<file path="src/rtl/cal_pkg.sv">
// Shared calendar types: sequencer states, BCD digit type and day-of-year limits.
package cal_pkg;

    typedef enum logic [0:0] {
        StIdle,
        StSettle
    } state_e;

    typedef logic [3:0] bcd_t;

    localparam int unsigned BCD_MAX_DIGIT   = 9;
    localparam int unsigned DEFAULT_MAX_DAY = 99;

    // True when a nibble is a legal decimal digit.
    function automatic logic bcd_digit_ok(bcd_t d);
        return d <= bcd_t'(BCD_MAX_DIGIT);
    endfunction

endpackage

</file>
<file path="src/rtl/day_sequencer_if.sv">
// Front-end / translator bundle around the day sequencer.
interface day_sequencer_if;
    import cal_pkg::*;

    logic run;
    logic advance;
    logic load;
    bcd_t load_tens;
    bcd_t load_ones;
    logic leap;

    bcd_t tens;
    bcd_t ones;
    logic leap_q;
    logic busy;
    logic out_valid;
    logic wrap;
    logic load_err;
    logic overrun;

    // Front end: drives controls, observes translator-side state.
    modport master (
        output run, advance, load, load_tens, load_ones, leap,
        input  tens, ones, leap_q, busy, out_valid, wrap, load_err, overrun
    );

    // Sequencer side.
    modport slave (
        input  run, advance, load, load_tens, load_ones, leap,
        output tens, ones, leap_q, busy, out_valid, wrap, load_err, overrun
    );

endinterface

</file>
<file path="src/rtl/bcd2_inc.sv">
// Two-digit BCD incrementer; MAX_DAY rolls over to 01 and raises wrap_o.
module bcd2_inc
    import cal_pkg::*;
#(
    parameter int unsigned MAX_DAY = DEFAULT_MAX_DAY
) (
    input  bcd_t tens_i,
    input  bcd_t ones_i,
    output bcd_t tens_o,
    output bcd_t ones_o,
    output logic wrap_o
);

    localparam bcd_t MaxTens = bcd_t'(MAX_DAY / 10);
    localparam bcd_t MaxOnes = bcd_t'(MAX_DAY % 10);

    // Successor of the current day, purely in BCD.
    always_comb begin
        tens_o = tens_i;
        ones_o = ones_i + 4'd1;
        wrap_o = 1'b0;
        if (tens_i == MaxTens && ones_i == MaxOnes) begin
            tens_o = 4'd0;
            ones_o = 4'd1;
            wrap_o = 1'b1;
        end else if (ones_i == bcd_t'(BCD_MAX_DIGIT)) begin
            ones_o = 4'd0;
            tens_o = tens_i + 4'd1;
        end
    end

endmodule

</file>
<file path="src/rtl/day_sequencer.sv">
// Owns the day-of-year fed to the month/day translator and tracks its settle latency.
module day_sequencer
    import cal_pkg::*;
#(
    parameter int unsigned MAX_DAY  = DEFAULT_MAX_DAY,
    parameter int unsigned XLAT_LAT = 2
) (
    input logic            clock,
    input logic            reset,
    day_sequencer_if.slave bus
);

    localparam int unsigned CntW = $clog2(XLAT_LAT + 1);
    typedef logic [CntW-1:0] cnt_t;

    localparam cnt_t CntLoad = cnt_t'(XLAT_LAT);
    localparam cnt_t CntOne  = cnt_t'(1);
    localparam bcd_t MaxTens = bcd_t'(MAX_DAY / 10);
    localparam bcd_t MaxOnes = bcd_t'(MAX_DAY % 10);

    state_e state_q, state_d;
    cnt_t   cnt_q, cnt_d;
    bcd_t   tens_q, tens_d, ones_q, ones_d;
    logic   pending_q, pending_d;
    logic   leap_held_q, leap_held_d;
    logic   load_err_q, load_err_d;
    logic   overrun_q, overrun_d;
    logic   wrap_q, wrap_d;
    logic   out_valid_q, out_valid_d;

    bcd_t   inc_tens, inc_ones;
    logic   inc_wrap;
    logic   adv, load_ok, blocked;

    bcd2_inc #(
        .MAX_DAY(MAX_DAY)
    ) u_inc (
        .tens_i(tens_q),
        .ones_i(ones_q),
        .tens_o(inc_tens),
        .ones_o(inc_ones),
        .wrap_o(inc_wrap)
    );

    assign adv     = bus.run & bus.advance;
    assign load_ok = bcd_digit_ok(bus.load_tens) && bcd_digit_ok(bus.load_ones) &&
                     !(bus.load_tens == 4'd0 && bus.load_ones == 4'd0) &&
                     ((bus.load_tens < MaxTens) ||
                      (bus.load_tens == MaxTens && bus.load_ones <= MaxOnes));

    // Next state: load beats leap change beats advance; a blocked tick is parked in pending.
    always_comb begin
        state_d     = state_q;
        cnt_d       = cnt_q;
        pending_d   = pending_q;
        tens_d      = tens_q;
        ones_d      = ones_q;
        leap_held_d = leap_held_q;
        load_err_d  = load_err_q;
        overrun_d   = overrun_q;
        wrap_d      = 1'b0;
        out_valid_d = 1'b0;
        blocked     = 1'b0;

        if (bus.load && load_ok) begin
            tens_d     = bus.load_tens;
            ones_d     = bus.load_ones;
            load_err_d = 1'b0;
            pending_d  = 1'b0;
            state_d    = StSettle;
            cnt_d      = CntLoad;
            blocked    = adv;
        end else begin
            // A rejected load does not block the rest of the cycle.
            if (bus.load) begin
                load_err_d = 1'b1;
            end
            if (bus.leap != leap_held_q) begin
                leap_held_d = bus.leap;
                state_d     = StSettle;
                cnt_d       = CntLoad;
                blocked     = adv;
            end else begin
                case (state_q)
                    StIdle: begin
                        if (adv) begin
                            tens_d  = inc_tens;
                            ones_d  = inc_ones;
                            wrap_d  = inc_wrap;
                            state_d = StSettle;
                            cnt_d   = CntLoad;
                        end
                    end
                    StSettle: begin
                        blocked = adv;
                        if (cnt_q == '0) begin
                            // Count of zero means out_valid is showing and a tick is parked.
                            if (pending_q) begin
                                tens_d    = inc_tens;
                                ones_d    = inc_ones;
                                wrap_d    = inc_wrap;
                                pending_d = 1'b0;
                                cnt_d     = CntLoad;
                            end else begin
                                state_d = StIdle;
                            end
                        end else if (cnt_q == CntOne) begin
                            out_valid_d = 1'b1;
                            cnt_d       = '0;
                            if (!pending_q) begin
                                state_d = StIdle;
                            end
                        end else begin
                            cnt_d = cnt_q - CntOne;
                        end
                    end
                    default: state_d = StIdle;
                endcase
            end
        end

        if (blocked) begin
            if (pending_q) begin
                overrun_d = 1'b1;
            end else begin
                pending_d = 1'b1;
            end
        end
    end

    // State register with synchronous reset; reset starts a settle of the 01 value.
    always_ff @(posedge clock) begin
        if (reset) begin
            state_q     <= StSettle;
            cnt_q       <= CntLoad;
            pending_q   <= 1'b0;
            tens_q      <= 4'd0;
            ones_q      <= 4'd1;
            leap_held_q <= 1'b0;
            load_err_q  <= 1'b0;
            overrun_q   <= 1'b0;
            wrap_q      <= 1'b0;
            out_valid_q <= 1'b0;
        end else begin
            state_q     <= state_d;
            cnt_q       <= cnt_d;
            pending_q   <= pending_d;
            tens_q      <= tens_d;
            ones_q      <= ones_d;
            leap_held_q <= leap_held_d;
            load_err_q  <= load_err_d;
            overrun_q   <= overrun_d;
            wrap_q      <= wrap_d;
            out_valid_q <= out_valid_d;
        end
    end

    assign bus.tens      = tens_q;
    assign bus.ones      = ones_q;
    assign bus.leap_q    = leap_held_q;
    assign bus.busy      = (state_q == StSettle);
    assign bus.out_valid = out_valid_q;
    assign bus.wrap      = wrap_q;
    assign bus.load_err  = load_err_q;
    assign bus.overrun   = overrun_q;

endmodule

</file>
<file path="src/flat_wrapper.sv">
// flat-port wrapper written by rule: the top's interface ports become plain ports
module day_sequencer_flat import cal_pkg::*;
#(
    parameter int unsigned MAX_DAY  = DEFAULT_MAX_DAY,
    parameter int unsigned XLAT_LAT = 2
)
  (clock, reset, bus_run, bus_advance, bus_load, bus_load_tens, bus_load_ones, bus_leap, bus_tens, bus_ones, bus_leap_q, bus_busy, bus_out_valid, bus_wrap, bus_load_err, bus_overrun);
  day_sequencer_if bus_i ();
  input logic clock;
  input logic reset;
  input wire logic [$bits(bus_i.run)-1:0] bus_run;
  input wire logic [$bits(bus_i.advance)-1:0] bus_advance;
  input wire logic [$bits(bus_i.load)-1:0] bus_load;
  input wire logic [$bits(bus_i.load_tens)-1:0] bus_load_tens;
  input wire logic [$bits(bus_i.load_ones)-1:0] bus_load_ones;
  input wire logic [$bits(bus_i.leap)-1:0] bus_leap;
  output wire logic [$bits(bus_i.tens)-1:0] bus_tens;
  output wire logic [$bits(bus_i.ones)-1:0] bus_ones;
  output wire logic [$bits(bus_i.leap_q)-1:0] bus_leap_q;
  output wire logic [$bits(bus_i.busy)-1:0] bus_busy;
  output wire logic [$bits(bus_i.out_valid)-1:0] bus_out_valid;
  output wire logic [$bits(bus_i.wrap)-1:0] bus_wrap;
  output wire logic [$bits(bus_i.load_err)-1:0] bus_load_err;
  output wire logic [$bits(bus_i.overrun)-1:0] bus_overrun;
  assign bus_i.run = bus_run;
  assign bus_i.advance = bus_advance;
  assign bus_i.load = bus_load;
  assign bus_i.load_tens = bus_load_tens;
  assign bus_i.load_ones = bus_load_ones;
  assign bus_i.leap = bus_leap;
  assign bus_tens = bus_i.tens;
  assign bus_ones = bus_i.ones;
  assign bus_leap_q = bus_i.leap_q;
  assign bus_busy = bus_i.busy;
  assign bus_out_valid = bus_i.out_valid;
  assign bus_wrap = bus_i.wrap;
  assign bus_load_err = bus_i.load_err;
  assign bus_overrun = bus_i.overrun;
  day_sequencer #(.MAX_DAY(MAX_DAY), .XLAT_LAT(XLAT_LAT)) u_core (.clock(clock), .reset(reset), .bus(bus_i));
endmodule
</file>
<file path="config.mk">
export PLATFORM = sky130hd
export DESIGN_NAME = day_sequencer_flat
export DESIGN_NICKNAME = d
export VERILOG_FILES = /design/src/rtl/cal_pkg.sv /design/src/rtl/day_sequencer_if.sv /design/src/rtl/bcd2_inc.sv /design/src/rtl/day_sequencer.sv /design/src/flat_wrapper.sv
export SDC_FILE = /design/constraint.sdc
export NUM_CORES = 1
export LEC_CHECK = 0
export BUFFER_PORTS_ARGS = -buffer_cell sky130_fd_sc_hd__buf_2
export CORE_MARGIN = 2
export CORE_UTILIZATION = 58
export CTS_BUF_LIST = sky130_fd_sc_hd__clkbuf_4 sky130_fd_sc_hd__clkbuf_8
export DETAILED_ROUTE_END_ITERATION = 7
export MAX_ROUTING_LAYER = met4
export PLACE_DENSITY = 0.87
export REMOVE_ABC_BUFFERS = 1
export SLEW_MARGIN = 25
export SYNTH_ARGS = -nofsm -noshare
export SYNTH_HDL_FRONTEND = slang
export SYNTH_SLANG_ARGS = --single-unit
export TNS_END_PERCENT = 5
</file>
<file path="constraint.sdc">
create_clock -name clock -period 4 [get_ports clock]
set_input_delay 0.2 -clock clock [delete_from_list [all_inputs] [get_ports clock]]
set_output_delay 0.2 -clock clock [all_outputs]
set_load 0.02 [all_outputs]
</file>
Word level (Yosys, flattened, before mapping)
Index checks and enable logic that the tools add are counted.
Word-level totals
  latch bits: 0
  memories: 0
  output and inout port bits: 14
  ROM bits: 0
  bits in registers: 17
  memory bits (writable): 0
Operators by class
  bitwise operators: 3
  divide/modulo/power cells: 0
  $mul: 0
  magnitude comparators: 3
  muxes and demuxes: 41
  add/subtract/negate cells: 3
  shifts and indexed selects: 0
  equal/unequal tests: 11
  reduce and logical (&&, ||, !) cells: 19
Operator list (number)
  $mux W4: 14
  $mux W1: 18
  $pmux W4 S2: 2
  $eq A4 B4 Y1 const B: 3
  $ne A3 B3 Y1 const B: 3
  $add A4 B1 Y4 const B: 2
  $le A4 B4 Y1 const B: 2
  $logic_not A4 Y1: 2
  $mux W2: 4
  $logic_and A1 B1 Y1: 7
  $reduce_and A2 Y1: 3
  $reduce_or A5 Y1: 1
  $lt A4 B4 Y1 const B: 1
  $ne A2 B1 Y1 const B: 2
  $pmux W1 S2: 2
  $pmux W2 S2: 1
  $reduce_and A4 Y1: 1
  $ne A3 B1 Y1 const B: 1
  $reduce_or A3 Y1: 1
  $eq A2 B1 Y1 const B: 1
  $logic_not A2 Y1: 1
  $not A1 Y1: 2
  $reduce_or A2 Y1: 1
  $sub A2 B1 Y2 const B: 1
  4 further kinds: 4

Logic depth before layout (Yosys ltp)
Gate-level depths: netlist of run 1.
  depth in word-level cells: 9
  mapped depth: 7
  depth with buffers taken out: 7

Cells and area by module
Synthesis of run 1 repeated with hierarchy kept, for this count alone.
Unflattened totals
  cell total of the unflattened synthesis: 122
  area, all modules: 1112.3 um^2
By module, submodules not included
  day_sequencer: seq. area each 340.3 um^2, times used 1, cells each 90, area an instance 887.1 um^2
  bcd2_inc: seq. area each 0.0 um^2, times used 1, cells each 32, area an instance 225.2 um^2

Least setup slack after synthesis of run 1
OpenSTA, ideal clock, no wires.
  kind: register to register
  from: register u_core.cnt_q[0]
  to: register u_core.tens_q[3], in the netlist u_core.bus.tens[3]
  required time: 3912 ps
  setup slack: 2353 ps
  arrival time: 1559 ps
  buffers on the path: 0
  stages on the path, launching flop included: 7
  path through: dfxtp_1 inv_1 ha_1 and3_1 o211ai_4 or3_1 a311oi_2
Between the ends
  longest elaborated chain between the ends: 3
RTL lines
  start: declaration: line day_sequencer.sv:22  | cnt_t cnt_q, cnt_d;
  start signal: assignment: line day_sequencer.sv:135  | cnt_q <= CntLoad;
  start signal: assignment: line day_sequencer.sv:146  | cnt_q <= cnt_d;
  $logic_not A2 Y1: line day_sequencer.sv:96  | if (cnt_q == '0) begin
  $ne A3 B3 Y1 (no source line)
  $reduce_and A4 Y1 (no source line)
  end signal: assignment: line day_sequencer.sv:148  | tens_q <= tens_d;
  end: declaration: line day_sequencer.sv:23  | bcd_t tens_q, tens_d, ones_q, ones_d;
No other way between the ends.
A chain may end at the register's enable or synchronous reset.

Final worst setup path of run 1
Same ends and word-level chain as after synthesis.

==> metrics.md, run 1 <==
| Metric | Value |
|---|---|
| RR Startpoint | u_core.cnt_q[0] |
| Initial antenna violation count | 0 |
| Register area share after synthesis | 0.324 |
| Critical Path Source Type | flip-flop |
| CP Class | flip-flop to flip-flop |
| Rel. slew slack | 0.660 |
| Area of the multi-input gates | 666 um^2 |
| Fin nets | 157 |
| Vias | 951 |
| Vias per cell | 5.87 |
| Register area | 340 um^2 |
| CP startpoint | u_core.cnt_q[0] |
| Class of the worst hold path | input pin to flip-flop |
| Cell area after layout | 1220 um^2 |
| Die Wd | 46.6 um |
| GPL Wtd Cong | 0.797 |
| Clock Pin Slew Worst Setup and Hold Paths | 0.10 ns |
| Port bufs | 27 |
| Gr usage total | 0.235 |
| Total grt overflow | 0 |
| Setup-failing EPs final | 0 |
| ANT nets after route | 0 |
| Maxcap violations | 0 |
| Status | finished, final reports clean |
| Post-synth cell types | 46 |
| Slew Viols, Final | 0 |
| Hold Buf Count CTS | 0 |
| CTS Buffer Depth | 2 |
| CTS tree | yes |
| H-tree levels | 1 |
| # resized after CTS | 0 |
| FF+latch count, synth | 17 |
| Root buf cell | clkbuf_4 |
| Synth-to-Final Area Change | 16.3% |
| Post-synth top area share | 0.324 |
| Clk_skew | 0.00465 ns |
| Actual slew at the worst max-slew pin | 0.496 ns |
| Crit Path Max Fanout | 8 |
| Total core area | 1710 um^2 |
| RSZ-0062 raised after global routing | false |
| Commonest cells in the synthesized netlist | dfxtp_1, nand2_1, inv_1 |
| Reg2Reg Setup Slack | 2.16 ns |
| Mapped Cells | 109 |
| Die Y | 46.6 um |
| Largest net degree at the start of global routing | 14 |
| R2r worst-path depth | 6 |
| Fraction of layout cells with a size suffix above 1 | 0.299 |
| Setup WS post-layout | 2.16 ns |
| DIE AREA | 2170 um^2 |
| WP data arrival | 2.04 ns |
| Number of antenna diodes | 0 |
| Yosys warns | 0 |
| Total CTS buffers | 3 |
| Drt total wl | 2260 um |
| Post-synthesis async set-or-reset flop share | 0 |
| Worst Setup EP | u_core.bus.tens[3] |
| DP Worst Slack | 2.22 ns |
| CTS sink cnt | 17 |
| F_max | 543 MHz |
| CP required | 4.20 ns |
| # DRC | 0 |
| Floorplan row count | 15 |
| Crit share post-route | 0.460 |
| Initial Util | 0.615 |
| Clock Latency Late Sink | 0.29 ns |
| TNS Setup | 0 ns |
| Power Total | 0.375 mW |
| PwrDens | 307 nW/um^2 |
| IO Pins | 28 |
| Yosys top cell by area | dfxtp_1 |
| Maximum VDD drop | 0.000211 V |
| Main flop type after synthesis | dfxtp_1 |
| FF-to-FF End | u_core.bus.tens[3] |
| Placed inst area | 1190 um^2 |
| Filler cell count | 140 |
| DR iter-0 viols | 16 |
| Fin crit period | 1.84 ns |
| Avg WL per Cell | 13.9 um |
| Endpoints failing hold | 0 |
| First-pass GRT wire length | 3570 um |
| HPWL after detailed placement | 1760 um |
| Drt pass-1 iters | 4 |
| Mapped Area | 1050 um^2 |
| P_leak | 0.520 nW |
| Post-CTS Setup Bufs | 0 |
| Fin Hold WS | 0.138 ns |
| Synth Area per Inst | 9.64 um^2 |
| EDFF count, synth | 0 |
| Most frequent cell after synthesis | dfxtp_1 |
| Vias in the first global route | 866 |
| Crit end category | flip-flop |
| Synth top area cells | dfxtp_1, ha_1, nor4_4 |
==> worst min-delay path by stage <==
stage                  start             endpoint  slack [ns]  cells past startpoint
floorplan              reset   u_core.bus.tens[3]        0.27                      1
global placement    bus_load  u_core.bus.load_err        0.43                      2
detailed placement  bus_load  u_core.bus.load_err        0.43                      2
CTS                 bus_load  u_core.bus.load_err        0.12                      2
global route        bus_load  u_core.bus.load_err        0.13                      2
finish              bus_load  u_core.bus.load_err        0.14                      2
==> registers in the layout, indices dropped and copies added, names as in the netlist <==
register,flops
u_core.pending_q,1
u_core.cnt_q,2
u_core.bus.tens,4
u_core.bus.load_err,1
u_core.bus.leap_q,1
u_core.bus.overrun,1
u_core.bus.ones,4
u_core.bus.busy,1
u_core.bus.wrap,1
u_core.bus.out_valid,1
==> power by group <==
group          total [mW]  internal [mW]  leakage (nW)  switching, mW
logic              0.0917         0.0388         0.363         0.0529
clock network      0.0906         0.0371        0.0177         0.0535
registers           0.193          0.180         0.139         0.0126
==> cell type report <==
class | count | area share
Inverter | 6 | 0.0184
Multi-Input combinational cell | 83 | 0.545
Clock buffer | 3 | 0.0184
Tap cell | 25 | 0.0256
Timing Repair Buffer | 27 | 0.111
Sequential cell | 17 | 0.278
Clock inverter | 1 | 0.00409
==> cell families (layout without fill, tap and decap cells) <==
group           after synthesis  after routing  share of synthesized area
mux                           1              1                    0.00952
buf+inv                       9             37                     0.0429
fa+ha+maj                     5              5                     0.0595
simple gates                 42             42                      0.263
xor+xnor                      3              3                     0.0429
flops                        17             17                      0.324
compound gates               32             32                      0.258
==> worst max-delay path, stage by stage (launching register included) <==
cell and delay, ns:
dfxtp_1 0.32, inv_1 0.09, ha_1 0.26, and3_1 0.28, o211ai_4 0.14, or3_1 0.38
a311oi_2 0.27
==> metal layers <==
| layer | GRT usage | vias up | wire (um) |
|---|---|---|---|
| met3 | 0.0510 | 2 | 90 |
| met4 | 0.0743 | 0 | 15 |
| met2 | 0.397 | 24 | 1180 |
| met5 | - | - | 0 |
| met1 | 0.274 | 455 | 972 |
| li1 | - | 470 | - |
==> cell usage in the layout (no fill, tap or decap), drive strengths merged, types with 2 or more instances in the layout <==
| cell type | synthesis | final |
|---|---|---|
| a21oi | 5 | 5 |
| o21a | 5 | 5 |
| a2111oi | 2 | 2 |
| clkbuf | 1 | 3 |
| nor2 | 6 | 6 |
| nor3b | 2 | 2 |
| a211oi | 3 | 3 |
| nor3 | 4 | 4 |
| ha | 5 | 5 |
| xnor2 | 2 | 2 |
| inv | 6 | 6 |
| buf | 2 | 27 |
| o21ai | 4 | 4 |
| nand2 | 8 | 8 |
| and3 | 2 | 2 |
| o211ai | 2 | 2 |
| nor2b | 2 | 2 |
| nand3b | 4 | 4 |
| nand3 | 5 | 5 |
| dfxtp | 17 | 17 |
| nor4 | 2 | 2 |
| and4b | 2 | 2 |
==> through the flow <==
step | cells | utilization
global placement | 158 | 0.700
global route | 162 | 0.716
finish | 162 | 0.716
floorplan | 106 | -
CTS | 162 | 0.716
detailed placement | 158 | 0.700
(Power assumes the default switching activity.)
==> run 2: changes to the inputs <==
- ABC_AREA: not set -> 1
- CORE_UTILIZATION: 58 -> 55
- PLACE_DENSITY: 0.87 -> 0.81
- clock period: 4 -> 1.7 ns (I/O delays scaled with it)
==> metrics.md, run 2 <==
| Metric | Value |
|---|---|
| Crit share post-route | 0.906 (+0.446) |
| Mapped Area | 1190 um^2 (+13%) |
| DIE AREA | 2550 um^2 (+18%) |
| Drt pass-1 iters | 4 (unchanged) |
| IO Pins | 28 (unchanged) |
| Critical Path Source Type | flip-flop |
| Drt total wl | 2680 um (+19%) |
| CP required | 1.91 ns (-2.29 ns) |
| Hold EP | u_core.bus.load_err |
| Main flop type after synthesis | dfxtp_1 |
| Post-synth cell types | 28 (-39%) |
| Clock Latency Late Sink | 0.30 ns (about the same) |
| RSZ-0062 raised after global routing | false |
| Fin nets | 218 (+39%) |
| Class of the worst hold path | input pin to flip-flop |
| # resized after CTS | 0 (unchanged) |
| Setup-failing EPs final | 0 (unchanged) |
| Synth Area per Inst | 7.09 um^2 (-26%) |
| RR Startpoint | u_core.cnt_q[1] |
| Crit Path Max Fanout | 6 (-2) |
| Min-delay src | bus_load |
| Total CTS buffers | 3 (unchanged) |
| WP buf/inv | 2 (+1) |
| CP delay by family, top | simple AND/OR/NAND/NOR gates |
| Yosys top cell by area | dfxtp_1 |
| Maximum VDD drop | 0.000498 V (+140%) |
| Initial Util | 0.595 (-0.0204) |
| Commonest non-fill, non-tap cell in the layout | nand2_1 |
| Total core area | 2000 um^2 (+17%) |
| EDFF count, synth | 0 (unchanged) |
| # DRC | 0 (unchanged) |
| Commonest cells in the synthesized netlist | nand2_1, nor2_1, inv_1 |
| Most frequent cell after synthesis | nand2_1 |
| Crit end category | flip-flop |
| Cells along the critical path | inv_1 -> ha_1 -> nand3_2 -> nand2_2 -> nand2_4 -> o21ai_4 -> inv_2 -> nor2_1 -> nor2_1 |
| Synth top area cells | dfxtp_1, nand2_1, nand3_1 |
| Maxcap violations | 0 (unchanged) |
| CTS tree | yes |
| Vias per cell | 5.16 (-12%) |
| First-pass GRT wire length | 4400 um (+23%) |
| Port bufs | 27 (unchanged) |
| Number of antenna diodes | 0 (unchanged) |
| Hold Buf Count CTS | 0 (unchanged) |
| Total grt overflow | 0 (unchanged) |
| PwrDens | 707 nW/um^2 (+130%) |
| Slew Viols, Final | 0 (unchanged) |
| Root buf cell | clkbuf_4 |
| Area of the multi-input gates | 737 um^2 (+11%) |
| CTS Buffer Depth | 2 (unchanged) |
| Floorplan row count | 16 (+1) |
| Largest net degree at the start of global routing | 17 (+3) |
| Register area share after synthesis | 0.286 (-0.0381) |
| Clock Pin Slew Worst Setup and Hold Paths | 0.11 ns (about the same) |
| Commonest cells after routing, fill and taps aside | nand2_1, buf_2, nor2_1 |
| F_max | 649 MHz (+20%) |
| Hold path depth | 3 (+1) |
| FF-to-FF End | u_core.bus.tens[3] |
| ANT nets after route | 0 (unchanged) |
| Fin crit period | 1.54 ns (-0.301 ns) |
| FF+latch count, synth | 17 (unchanged) |
| Actual slew at the worst max-slew pin | 0.297 ns (-0.199 ns) |
| Slowest-stage cell, CP | dfxtp_1 |
| Power Total | 0.966 mW (+160%) |
| Filler cell count | 178 (+27%) |
| Die Y | 50.5 um (+8.5%) |
| Post-CTS Setup Bufs | 0 (unchanged) |
| GPL Wtd Cong | 0.941 (+18%) |
| Register area | 340 um^2 (unchanged) |
| Endpoints failing hold | 0 (unchanged) |
| Rel. slew slack | 0.801 (+0.140) |
| Reg2Reg Setup Slack | 0.16 ns (-2.00 ns) |
| Mapped Cells | 168 (+54%) |
| Crit-path most repeated cell | nor2_1 |
| R2r worst-path depth | 9 (+3) |
| WP data arrival | 1.75 ns (-0.29 ns) |
| Post-synth top area share | 0.286 (-0.0381) |
| Fraction of layout cells with a size suffix above 1 | 0.318 (+0.0189) |
| Avg WL per Cell | 11.9 um (-14%) |
| Synth-to-Final Area Change | 14.8% |
| TNS Setup | 0 ns (unchanged) |
| Clk_skew | 0.00249 ns (-0.00215 ns) |
| Vias in the first global route | 1012 (+17%) |
| Gr usage total | 0.238 (+0.00329) |
| Status | finished, final reports clean |
| Die Wd | 50.5 um (+8.5%) |
| H-tree levels | 1 (unchanged) |
| P_leak | 0.720 nW (+38%) |
| Yosys warns | 0 (unchanged) |
| Final cell count without fillers | 225 (+39%) |
| CP Class | flip-flop to flip-flop |
| HPWL after detailed placement | 2110 um (+20%) |
| CP max stage delay | 0.33 ns (-0.05 ns) |
| CTS sink cnt | 17 (unchanged) |
| Vias | 1160 (+22%) |
| Initial antenna violation count | 0 (unchanged) |
| Post-synthesis async set-or-reset flop share | 0 (unchanged) |
| DR iter-0 viols | 33 (+17) |
| Dpl cells | 221 (+40%) |
run 2: per-stage QoR:
stage	hold WS, ns	area [um^2]	util	setup WS [ns]
finish	0.0619	1370	0.683	0.160
detailed placement	0.386	1340	0.669	0.201
floorplan	0.214	1170	-	0.354
CTS	0.0699	1370	0.683	0.162
global placement	0.354	1340	0.669	0.294
global route	0.0904	1370	0.683	0.0559
run 2: worst max path at each step:
| stage | startpoint | to | slack [ns] | cells after the start |
|---|---|---|---|---|
| 6_report | u_core.cnt_q[1] | u_core.bus.tens[3] | 0.16 | 9 |
| 2_1_floorplan | u_core.cnt_q[0] | u_core.bus.tens[2] | 0.35 | 9 |
| 4_1_cts | u_core.cnt_q[1] | u_core.bus.tens[3] | 0.16 | 9 |
| 5_1_grt | u_core.cnt_q[1] | u_core.bus.tens[3] | 0.06 | 9 |
| 3_3_place_gp | u_core.cnt_q[0] | u_core.bus.tens[3] | 0.29 | 9 |
| 3_5_place_dp | u_core.cnt_q[1] | u_core.bus.tens[3] | 0.20 | 9 |
run 2: where the power goes:
group / total, mW / internal, mW / switching [mW] / leakage, nW
clock: 0.229 / 0.0879 / 0.141 / 0.0177
sequential: 0.460 / 0.427 / 0.0336 / 0.139
combinational: 0.277 / 0.102 / 0.176 / 0.562
run 2: area by class of cell:
class	instances	share of cell area
Clock buffer	3	0.0165
Clock inverter	1	0.00366
Inverter	25	0.0686
Multi-Input combinational cell	125	0.539
Sequential cell	17	0.249
Tap cell	27	0.0247
Timing Repair Buffer	27	0.0988
run 2: kinds of logic after synthesis:
logic type | synth area share
buffers and inverters | 0.0956
and+or+nand+nor | 0.435
xor gates and xnor gates | 0.0378
DFF | 0.286
adders and majority gates | 0.0525
AOI/OAI and AO/OA | 0.0935
run 2: layer usage:
layer  wire length [um]  share of wire  up-vias  GRT usage
met1               1230           0.46      524      0.284
met5                  0              0        -          -
li1                   -              -      592          -
met4                 72          0.027        0      0.140
met2               1230           0.46       37      0.373
met3                151          0.056        7     0.0476
run 2: worst register-to-register path, cell delays in order, from the launching register on:
cell and delay [ns]:
dfxtp_1 0.33, inv_1 0.10, ha_1 0.24, nand3_2 0.09, nand2_2 0.10, nand2_4 0.09
o21ai_4 0.26, inv_2 0.08, nor2_1 0.11, nor2_1 0.05
==> run 3: changes to the inputs <==
- BUFFER_PORTS_ARGS: -buffer_cell sky130_fd_sc_hd__buf_2 -> not set
- CORE_UTILIZATION: 55 -> 65
- DONT_BUFFER_PORTS: not set -> 1
==> metrics.md, run 3 (synthesized netlist as in run 2, its figures left out) <==
| Metric | Value |
|---|---|
| Initial Util | 0.690 (+0.0949) |
| CP delay by family, top | simple AND/OR/NAND/NOR gates |
| Placed inst area | 1270 um^2 (-5.2%) |
| Setup WS post-layout | 0.211 ns (+0.0508 ns) |
| Initial antenna violation count | 0 (unchanged) |
| Gate power share | 0.271 (-0.016) |
| Crit Path Max Fanout | 6 (unchanged) |
| Synth-to-Final Area Change | 11.7% |
| Gr usage total | 0.281 (+0.0431) |
| Part of the power in registers | 0.479 (+0.003) |
| Fin nets | 203 (-6.9%) |
| Setup-failing EPs final | 0 (unchanged) |
| Crit end category | flip-flop |
| Slowest-stage cell, CP | dfxtp_1 |
| Filler cell count | 154 (-13%) |
| Rel. slew slack | 0.773 (-0.0281) |
| Vias per cell | 5.33 (+3.4%) |
| Sw Share | 0.342 (-0.0204) |
| Vias | 1109 (-4.4%) |
| # DRC | 0 (unchanged) |
| Fin Hold WS | 0.00839 ns (-0.0535 ns) |
| Total grt overflow | 0 (unchanged) |
| Clk_skew | 0.00569 ns (+0.00320 ns) |
| Die Wd | 46.8 um (-7.4%) |
| Critical Path Source Type | flip-flop |
| Total CTS buffers | 3 (unchanged) |
| Pint | 0.635 mW (+3.0%) |
| Drt total wl | 2710 um (+1.2%) |
| Maximum VDD drop | 0.000571 V (+15%) |
| Die Y | 46.8 um (-7.4%) |
| GRT Max-Usage Layer | met2 |
| Port bufs | 0 (-100%) |
| Fraction of layout cells with a size suffix above 1 | 0.246 (-0.0723) |
| CTS sink cnt | 17 (unchanged) |
| Status | finished, final reports clean |
| Commonest non-fill, non-tap cell in the layout | nand2_1 |
| First-pass GRT wire length | 4260 um (-3.3%) |
| GR Layer Usage met3 | 0.0654 (+0.0178) |
| Floorplan row count | 15 (-1) |
| HPWL after detailed placement | 2170 um (+2.8%) |
| Vias in the first global route | 1082 (+6.9%) |
| Total core area | 1730 um^2 (-14%) |
| Slew Viols, Final | 0 (unchanged) |
| DR iter-0 viols | 25 (-24%) |
| CP required | 1.90 ns (about the same) |
| Power share of the clock group | 0.250 (+0.013) |
| GPL Wtd Cong | 0.916 (-2.6%) |
| Clock Latency Late Sink | 0.29 ns (about the same) |
| DP Worst Slack | 0.227 ns (+0.0258 ns) |
| Register area | 340 um^2 (unchanged) |
| Crit-path most repeated cell | nor2_1 |
| Largest net degree at the start of global routing | 17 (unchanged) |
| CTS Buffer Depth | 2 (unchanged) |
| RSZ-0062 raised after global routing | false |
| Drt pass-1 iters | 4 (unchanged) |
| Commonest cells after routing, fill and taps aside | nand2_1, nor2_1, inv_1 |
| Area of the multi-input gates | 737 um^2 (unchanged) |
| Root buf cell | clkbuf_4 |
| Met1 GRT Util | 0.318 (+0.0338) |
| DIE AREA | 2190 um^2 (-14%) |
| Fin crit period | 1.49 ns (-0.0508 ns) |
| Sw Pwr | 0.330 mW (-5.8%) |
| Class of the worst hold path | input pin to flip-flop |
| CP Class | flip-flop to flip-flop |
| H-tree levels | 1 (unchanged) |
| Avg WL per Cell | 13.0 um (+9.4%) |
| CTS tree | yes |
| Actual slew at the worst max-slew pin | 0.341 ns (+0.0436 ns) |
| CP max stage delay | 0.33 ns (about the same) |
| IO Pins | 28 (unchanged) |
| F_max | 672 MHz (+3.4%) |
| Number of antenna diodes | 0 (unchanged) |
| M2 GR Usage | 0.488 (+0.115) |
| ANT nets after route | 0 (unchanged) |
| Clock Pin Slew Worst Setup and Hold Paths | 0.11 ns (about the same) |
| P_leak | 0.659 nW (-8.4%) |
| Crit share post-route | 0.876 (-0.0299) |
| Endpoints failing hold | 0 (unchanged) |
| Maxcap violations | 0 (unchanged) |
| Post-CTS Setup Bufs | 0 (unchanged) |
| Cells along the critical path | inv_1 -> ha_1 -> nand3_2 -> nand2_2 -> nand2_4 -> o21ai_4 -> inv_2 -> nor2_1 -> nor2_1 |
| PwrDens | 725 nW/um^2 (+2.6%) |
| WP buf/inv | 2 (unchanged) |
| WP data arrival | 1.68 ns (-0.07 ns) |
| Cell area after layout | 1330 um^2 (-2.7%) |
| TNS Setup | 0 ns (unchanged) |
-- run 3: cell types whose count changed in the layout (fill, tap and decap cells not counted) --
cell	before	now
clkinv_2	1	0
dlygate4sd3_1	0	3
buf_2	27	0
clkbuf_4	3	4
buf_4	0	9
-- run 3: cell type report --
cell class,count,share of cell area
multi-input combinational,125,0.554
sequential,17,0.256
timing repair buffer,12,0.0734
inverter,25,0.0706
tap,25,0.0235
clock buffer,4,0.0226
-- run 3: per-layer routing --
layer | share of wire | routed length [um] | up-vias
li1 | - | - | 564
met5 | 0 | 0 | -
met1 | 0.45 | 1220 | 511
met4 | 0.015 | 41 | 0
met2 | 0.47 | 1280 | 26
met3 | 0.065 | 176 | 8
-- run 3: metrics by stage --
step | std cells | total power [mW] | utilization
floorplan | 167 | 0.658 | -
global placement | 201 | 0.709 | 0.736
detailed placement | 201 | 0.724 | 0.736
CTS | 208 | 0.965 | 0.770
global route | 208 | 1.02 | 0.770
finish | 208 | 0.964 | 0.770
-- run 3: worst paths after layout --
kind	start	endpoint	slack (ns)	cells after the start
worst max register to register	u_core.cnt_q[1]	u_core.bus.tens[1]	0.21	9
worst max-delay path	u_core.cnt_q[1]	u_core.bus.tens[1]	0.21	9
worst min-delay path	bus_load_ones[0]	u_core.bus.ones[0]	0.008	3
worst min register to register	u_core.cnt_q[0]	u_core.cnt_q[0]	0.51	2
-- run 3: power by group through the flow --
| stage | Clock (mW) | Combinational (mW) | Sequential [mW] |
|---|---|---|---|
| 2_1_floorplan | 0 | 0.170 | 0.488 |
| 3_3_place_gp | 0 | 0.240 | 0.469 |
| 3_5_place_dp | 0 | 0.253 | 0.471 |
| 4_1_cts | 0.242 | 0.261 | 0.462 |
| 5_1_grt | 0.260 | 0.290 | 0.467 |
| 6_report | 0.241 | 0.261 | 0.462 |
-- run 3: worst min-delay path, cell delays in order --
cell     delay (ns)
or2_0          0.08
nand2_1        0.05
nand3_1        0.05
-- run 3: repair_timing --
action	CTS	global route
hold endpoints to repair	6	0
hold buffers	3	0
gates resized for setup	0	0
